## src/rtl/counter_run_sequencer.sv

```systemverilog
// Run sequencer for a cen/rst counter datapath: clear the counters, issue a
// programmed number of prescaled enable pulses, then pulse done.
module counter_run_sequencer #(
  parameter int CNT_W      = 16,
  parameter int DIV_W      = 8,
  parameter int CLR_CYCLES = 4
) (
  input  logic             clk,
  input  logic             rst_n,
  input  logic             start,
  input  logic             abort,
  input  logic             free_run,
  input  logic [CNT_W-1:0] run_len,
  input  logic [DIV_W-1:0] div,
  output logic             busy,
  output logic             done,
  output logic             cnt_rst,
  output logic             cnt_cen,
  output logic [CNT_W-1:0] en_count
);

  localparam int CLR_W = (CLR_CYCLES > 1) ? $clog2(CLR_CYCLES) : 1;
  localparam logic [CLR_W-1:0] CLR_LAST = CLR_W'(CLR_CYCLES - 1);

  typedef enum logic [1:0] {
    S_IDLE  = 2'd0,
    S_CLEAR = 2'd1,
    S_RUN   = 2'd2,
    S_DONE  = 2'd3
  } state_e;

  state_e           state_q, state_d;
  logic [CLR_W-1:0] clr_q, clr_d;
  logic [DIV_W-1:0] pre_q, pre_d, pre_nxt;
  logic [DIV_W-1:0] div_q, div_d;
  logic [CNT_W-1:0] len_q, len_d;
  logic             free_q, free_d;
  logic [CNT_W-1:0] en_q, en_d;
  logic             busy_q, busy_d;
  logic             done_q, done_d;
  logic             rst_q, rst_d;
  logic             cen_q, cen_d;

  // Next-state and next-output logic; cen is decided one cycle ahead so it can be registered.
  always_comb begin
    state_d = state_q;
    clr_d   = clr_q;
    pre_d   = pre_q;
    div_d   = div_q;
    len_d   = len_q;
    free_d  = free_q;
    en_d    = en_q;
    busy_d  = busy_q;
    done_d  = 1'b0;
    rst_d   = 1'b0;
    cen_d   = 1'b0;
    pre_nxt = cen_q ? {DIV_W{1'b0}} : pre_q + DIV_W'(1);

    case (state_q)
      S_IDLE: begin
        busy_d = 1'b0;
        if (start && !abort) begin
          div_d   = div;
          len_d   = run_len;
          free_d  = free_run;
          en_d    = {CNT_W{1'b0}};
          clr_d   = {CLR_W{1'b0}};
          state_d = S_CLEAR;
          busy_d  = 1'b1;
          rst_d   = 1'b1;
        end else begin
          state_d = S_IDLE;
        end
      end
      S_CLEAR: begin
        if (abort) begin
          state_d = S_IDLE;
          busy_d  = 1'b0;
        end else if (clr_q == CLR_LAST) begin
          if (free_q || (len_q != {CNT_W{1'b0}})) begin
            state_d = S_RUN;
            pre_d   = {DIV_W{1'b0}};
            cen_d   = (div_q == {DIV_W{1'b0}});
            busy_d  = 1'b1;
          end else begin
            state_d = S_DONE;
            done_d  = 1'b1;
            busy_d  = 1'b0;
          end
        end else begin
          clr_d  = clr_q + CLR_W'(1);
          rst_d  = 1'b1;
          busy_d = 1'b1;
        end
      end
      S_RUN: begin
        // A pulse already on the wire is counted even if this cycle aborts.
        if (cen_q) begin
          en_d = en_q + CNT_W'(1);
        end else begin
          en_d = en_q;
        end
        if (abort) begin
          state_d = S_IDLE;
          busy_d  = 1'b0;
        end else if (cen_q && !free_q && ((en_q + CNT_W'(1)) == len_q)) begin
          state_d = S_DONE;
          done_d  = 1'b1;
          busy_d  = 1'b0;
        end else begin
          pre_d  = pre_nxt;
          cen_d  = (pre_nxt == div_q);
          busy_d = 1'b1;
        end
      end
      S_DONE: begin
        state_d = S_IDLE;
        busy_d  = 1'b0;
      end
      default: begin
        state_d = S_IDLE;
        busy_d  = 1'b0;
      end
    endcase
  end

  // State and output registers with synchronous active-low reset.
  always_ff @(posedge clk) begin
    if (!rst_n) begin
      state_q <= S_IDLE;
      clr_q   <= {CLR_W{1'b0}};
      pre_q   <= {DIV_W{1'b0}};
      div_q   <= {DIV_W{1'b0}};
      len_q   <= {CNT_W{1'b0}};
      free_q  <= 1'b0;
      en_q    <= {CNT_W{1'b0}};
      busy_q  <= 1'b0;
      done_q  <= 1'b0;
      rst_q   <= 1'b0;
      cen_q   <= 1'b0;
    end else begin
      state_q <= state_d;
      clr_q   <= clr_d;
      pre_q   <= pre_d;
      div_q   <= div_d;
      len_q   <= len_d;
      free_q  <= free_d;
      en_q    <= en_d;
      busy_q  <= busy_d;
      done_q  <= done_d;
      rst_q   <= rst_d;
      cen_q   <= cen_d;
    end
  end

  assign busy     = busy_q;
  assign done     = done_q;
  assign cnt_rst  = rst_q;
  assign cnt_cen  = cen_q;
  assign en_count = en_q;

endmodule

```

## config.mk

```make
export PLATFORM = sky130hd
export DESIGN_NAME = counter_run_sequencer
export DESIGN_NICKNAME = d
export VERILOG_FILES = /design/src/rtl/counter_run_sequencer.sv
export SDC_FILE = /design/constraint.sdc
export NUM_CORES = 1
export LEC_CHECK = 0
export CAP_MARGIN = 20
export CORE_MARGIN = 1
export CORE_UTILIZATION = 57
export CTS_CLUSTER_DIAMETER = 40
export DETAILED_ROUTE_END_ITERATION = 8
export GPL_ROUTABILITY_DRIVEN = 1
export PLACE_DENSITY = 0.91
export REMOVE_ABC_BUFFERS = 1
export SLEW_MARGIN = 20
export SYNTH_ARGS = -nofsm -noshare
export SYNTH_HDL_FRONTEND = slang
export SYNTH_SLANG_ARGS = --single-unit
```

## constraint.sdc

```tcl
create_clock -name clk -period 6.27 [get_ports clk]
set_input_delay 1.254 -clock clk [delete_from_list [all_inputs] [get_ports clk]]
set_output_delay 1.254 -clock clk [all_outputs]
set_load 0.03 [all_outputs]
```

==> results of run 1 <==
## worst max path at each step
stage                     slack [ps]  cells past startpoint           end
after global placement          2540                      7  en_count[14]
after global routing            2470                      7  en_count[15]
final                           2680                      7  en_count[15]
after floorplan                 3210                      9      pre_q[1]
after detailed placement        2410                      7  en_count[15]
after CTS                       2780                      7  en_count[15]
## per-layer routing
metal  up-vias  global-route usage  routed length [um]
li1       1649                   -                   -
met1      1571               0.430                3680
met2       207               0.450                3940
met3        29              0.0523                 812
met4         0               0.148                 269
met5         -                   0                   0
## final cells by class
| class | count | area (um2) | share of cell area |
|---|---|---|---|
| multi-input cells | 355 | 2060 | 0.518 |
| flip-flops and latches | 57 | 1140 | 0.287 |
| repair buffers | 48 | 480 | 0.121 |
| clock buffers | 14 | 163 | 0.0409 |
| well taps | 72 | 90.1 | 0.0227 |
| inverters | 11 | 41.3 | 0.0104 |
## power by group
part | internal, W | switching [W]
logic | 0.0000378 | 0.0000446
registers | 0.000371 | 0.00000934
clock network | 0.000161 | 0.000133
total | 0.000570 | 0.000187
## flip-flops by register name (all words and copies together) (netlist names)
signal    flops
en_count     16
len_q        16
div_q         8
pre_q         8
clr_q         2
state_q       2
busy          1
cnt_cen       1
cnt_rst       1
done          1
free_q        1
## critical path, cell delays in order
cell	delay [ps]
clkdlybuf4s50_1	670
o21ai_0	430
nand3_1	470
o21ai_1	490
o21ai_0	190
a22oi_1	220
nor2_1	50
## metrics by stage
stage,cells,power [W],utilization
after floorplan,423,0.000432,-
after global placement,543,0.000465,0.683
after detailed placement,543,0.000468,0.683
after CTS,557,0.000757,0.712
after global routing,557,0.000782,0.713
final,557,0.000757,0.713
## cell families (layout without fill, tap and decap cells)
group,Yosys count,after routing,synth area share
AOI/OAI and AO/OA,107,107,0.196
muxes,4,4,0.0120
xor gates and xnor gates,28,28,0.0777
and+or+nand+nor,210,210,0.304
adders and majority gates,6,6,0.0224
DFF,57,57,0.341
buffers and inverters,38,73,0.0471
## cell usage in the layout (no fill, tap or decap), types with 3 or more instances in the layout
cell	count
a22oi_1	5
clkdlybuf4s50_1	48
a21oi_1	50
nor4_1	10
a31oi_1	8
and3_1	3
mux2i_1	4
nand2b_1	3
nor2b_1	3
nor3_1	19
xnor2_1	18
nand3_1	11
nand2_1	79
o21ai_0	21
nand4_1	10
clkbuf_8	11
a211oi_1	3
and2_1	5
dfxtp_1	57
or3_1	5
ha_1	6
clkbuf_1	3
nor2_1	45
inv_1	10
xor2_1	9
==> impl_metrics.ini, run 1 <==
[synthesis]
async_reset_ff_frac = 0
ys_types = 58
synthCells = 450
ys_ff_latch = 57
synth.most_common_cell = nand2_1
yosysWarnings = 0
yosysTopAreaCell = dfxtp_1
netlist_area_um2 = 3350
synth-edff-count = 0
yosys-top-cells-area = dfxtp_1, nand2_1, a21oi_1
avgSynthCellArea_um2 = 7.44
ys_seq_area_frac = 0.341
ys.flop_type = dfxtp_1
synth_top_area_frac = 0.341
synth_commonest_cells = nand2_1, dfxtp_1, a21oi_1, nor2_1, clkbuf_1

[routing]
via_count = 3456
drt_iter0_markers = 446
drc = 0
vias_per_cell = 6.20
routedWlPerCell_um = 15.6
ant_nets = 0
wirelength_mm = 8.70
firstDrtPassIters = 5

[sta]
setup_viol = 0
timing.hold.ws_ps = 469
fin_ws_ps = 2680
tightestPinTransition_ps = 862
rsz0062_at_grt = no
setup-tns-final_ps = 0
finalCriticalPeriod_ps = 3590
post-route-period-util = 0.573
timing_hold_violations_final = 0
max-slew-margin-rel = 0.425
skew_ps = 5.99
fmax_ghz = 0.278
maxSlewViolCount = 0

[clock_tree]
cts_made_buffers = 9
h-tree-depth = 3
cts_hold_buffers = 0
clkSinkCount = 57
cts_tree = built
clock_latency_ps = 340
cts-root-buf = clkbuf_8
ctsResizeCount = 0
clk_path_buf_depth = 2
postCtsSetupBuffers = 0
cts.reportedPaths.clkPinSlew_ps = 60

[placed_design]
gp_congestion = 0.899
io_buffers = 48
place_ws_ps = 2410
dpl_cell_area_um2 = 3800
dpl.hpwl_mm = 6.12

[worst_setup_path]
cp.required_ps = 6460
rrSetupSlack_ps = 2900
critPathLaunchType = input port
crit_arrival_ps = 3790
crit_start = abort
crit_fanout = 16
crit_type = input port to flip-flop
cp-end-kind = flip-flop
r2r_cells = 9
rr_startpoint = en_count[0]
r2r-end = pre_q[1]

[floorplanning]
die_w_um = 78.6
initial_core_util = 0.601
rows = 27
core_region_area_um2 = 5570
die_area_um2 = 6180
die_h_um = 78.6
ios = 49

[cells_and_area]
drive_gt1_frac = 0.0495
nets = 517
area_growth_pct = 18.6
antenna_cells = 0
design_area_um2 = 3970
num-fill-cells = 437

[power_and_ir_drop]
p_leak_nw = 1.36
ir_drop_mv = 0.159
p_per_area_nw_per_um2 = 191

[global_routing]
grt_max_degree = 51
grt_pass1_vias = 3136
antenna_found_initial = 0
gr-total-overflow = 0
grtUsageTotal = 0.306
grt_pass1_wl_mm = 14.9

[worst_hold_path]
hp-class = flip-flop to flip-flop
min_path_cells = 2
worstHoldStart = pre_q[7]
holdPathEnd = pre_q[7]

[flow_run]
maxCapViolCount = 0

[status]
status = complete, no violations
No activity file was read; power rests on OpenSTA's default activity.
==> run 2, diff against run 1 <==
--- a/config.mk
+++ b/config.mk
@@ -7,11 +7,11 @@
 export LEC_CHECK = 0
 export CAP_MARGIN = 20
 export CORE_MARGIN = 1
-export CORE_UTILIZATION = 57
+export CORE_UTILIZATION = 49
 export CTS_CLUSTER_DIAMETER = 40
 export DETAILED_ROUTE_END_ITERATION = 8
 export GPL_ROUTABILITY_DRIVEN = 1
-export PLACE_DENSITY = 0.91
+export PLACE_DENSITY = 0.84
 export REMOVE_ABC_BUFFERS = 1
 export SLEW_MARGIN = 20
 export SYNTH_ARGS = -nofsm -noshare
==> constraint.sdc (replaced) <==
create_clock -name clk -period 3.2 [get_ports clk]
set_input_delay 0.64 -clock clk [delete_from_list [all_inputs] [get_ports clk]]
set_output_delay 0.64 -clock clk [all_outputs]
set_load 0.03 [all_outputs]
==> run 2 against run 1 <==
- clock-buffer cell count down 2
- sequential share of layout area fell by 0.61 points
- final area grew 2.2%
- setup slack worse by 2500 ps
- via count decreased by 0.35%
- global-route usage is 4.1 points lower
- combinational power is 100% higher
- largest power group unchanged
==> impl_metrics.ini, run 2 (synthesis results as in run 1) <==
[global_routing]
grt_max_degree = 28
grt_pass1_vias = 3201
grtUsageTotal = 0.265
gr-total-overflow = 0
grt_pass1_wl_mm = 15.0
antenna_found_initial = 0

[sta]
fin_ws_ps = 219
rsz0062_at_grt = no
maxSlewViolCount = 0
tightestPinTransition_ps = 550
max-slew-margin-rel = 0.630
finalCriticalPeriod_ps = 2980
skew_ps = 9.21
timing.hold.ws_ps = 478
post-route-period-util = 0.932
setup_viol = 0
setup-tns-final_ps = 0
timing_hold_violations_final = 0
fmax_ghz = 0.335

[placed_design]
gp_congestion = 0.907
place_ws_ps = 265
io_buffers = 48
numPlacedInstances = 561
dpl.hpwl_mm = 6.32

[cells_and_area]
final_cell_mix = nand2_1, dfxtp_1, a21oi_1
utilization = 0.628
stdcell_count = 574
nets = 530
final_common_cell = nand2_1
antenna_cells = 0
area_growth_pct = 21.2
drive_gt1_frac = 0.0744

[power_and_ir_drop]
ir_drop_mv = 0.244
p_per_area_nw_per_um2 = 366
p_leak_nw = 1.42

[status]
status = complete, no violations

[floorplanning]
die_h_um = 84.7
ios = 49
rows = 29
die_area_um2 = 7170
die_w_um = 84.7
core_region_area_um2 = 6460
initial_core_util = 0.518

[worst_setup_path]
cp.required_ps = 3430
critPathLaunchType = flip-flop
crit_fanout = 8
crit_arrival_ps = 3210
crit_type = flip-flop to flip-flop
cp-end-kind = flip-flop

[clock_tree]
cts_made_buffers = 9
clkSinkCount = 57
postCtsSetupBuffers = 0
cts_tree = built
cts.reportedPaths.clkPinSlew_ps = 60
h-tree-depth = 3
clock_latency_ps = 350
clk_path_buf_depth = 2
cts-root-buf = clkbuf_8
ctsResizeCount = 0
cts_hold_buffers = 0

[worst_hold_path]
hp-class = flip-flop to flip-flop

[routing]
via_count = 3444
drt_iter0_markers = 331
drc = 0
firstDrtPassIters = 7
ant_nets = 0
wirelength_mm = 8.81
vias_per_cell = 6.00
routedWlPerCell_um = 15.3

[flow_run]
maxCapViolCount = 0
==> run 2: cell types whose count changed in the layout (fill, tap and decap cells not counted) <==
cell / previous run / this run
buf_4: 0 / 13
clkbuf_1: 3 / 2
clkbuf_8: 11 / 10
clkinv_2: 0 / 1
nor2_2: 0 / 1
nor2_4: 1 / 0
==> run 2: final cells by class <==
cell class	instances	area, um2
clock inverter	1	5.00
inverter	11	41.3
tap	77	96.3
clock buffer	12	145
timing repair buffer	61	578
sequential	57	1140
fill	594	2400
multi-input combinational	355	2050
==> run 2: final timing paths <==
| kind | start | endpoint | slack (ps) | cells after the start |
|---|---|---|---|---|
| min reg2reg | pre_q[7] | pre_q[7] | 480 | 2 |
| max reg2reg | en_count[0] | pre_q[1] | 220 | 9 |
| max | en_count[0] | pre_q[1] | 220 | 9 |
| min | pre_q[7] | pre_q[7] | 480 | 2 |
==> run 2: through the flow <==
| stage | total power [W] | instance area, um2 |
|---|---|---|
| 2_1_floorplan | 0.000847 | 3230 |
| 3_5_place_dp | 0.000927 | 3910 |
| 4_1_cts | 0.00148 | 4060 |
| 6_report | 0.00148 | 4060 |
| 3_3_place_gp | 0.000923 | 3910 |
| 5_1_grt | 0.00154 | 4060 |
==> run 2: report_power, final <==
part           leakage, nW  switching (W)  total [W]  internal [W]
registers            0.462      0.0000193   0.000746      0.000727
logic                0.875      0.0000878   0.000167     0.0000796
clock network       0.0782       0.000282   0.000570      0.000288
==> run 2: metal layers <==
metal  share of wire  global-route usage
met1            0.44               0.355
met2            0.45               0.421
met3           0.089              0.0551
met4           0.024               0.102
met5               0                   0
==> run 2: critical path, stage by stage, from the launching register on <==
cell	delay, ps
dfxtp_1	460
ha_1	280
nand3_1	250
or3_4	470
a2111oi_4	330
nand4_1	150
or4_4	540
nand2_4	140
mux2i_1	190
nor2_1	50
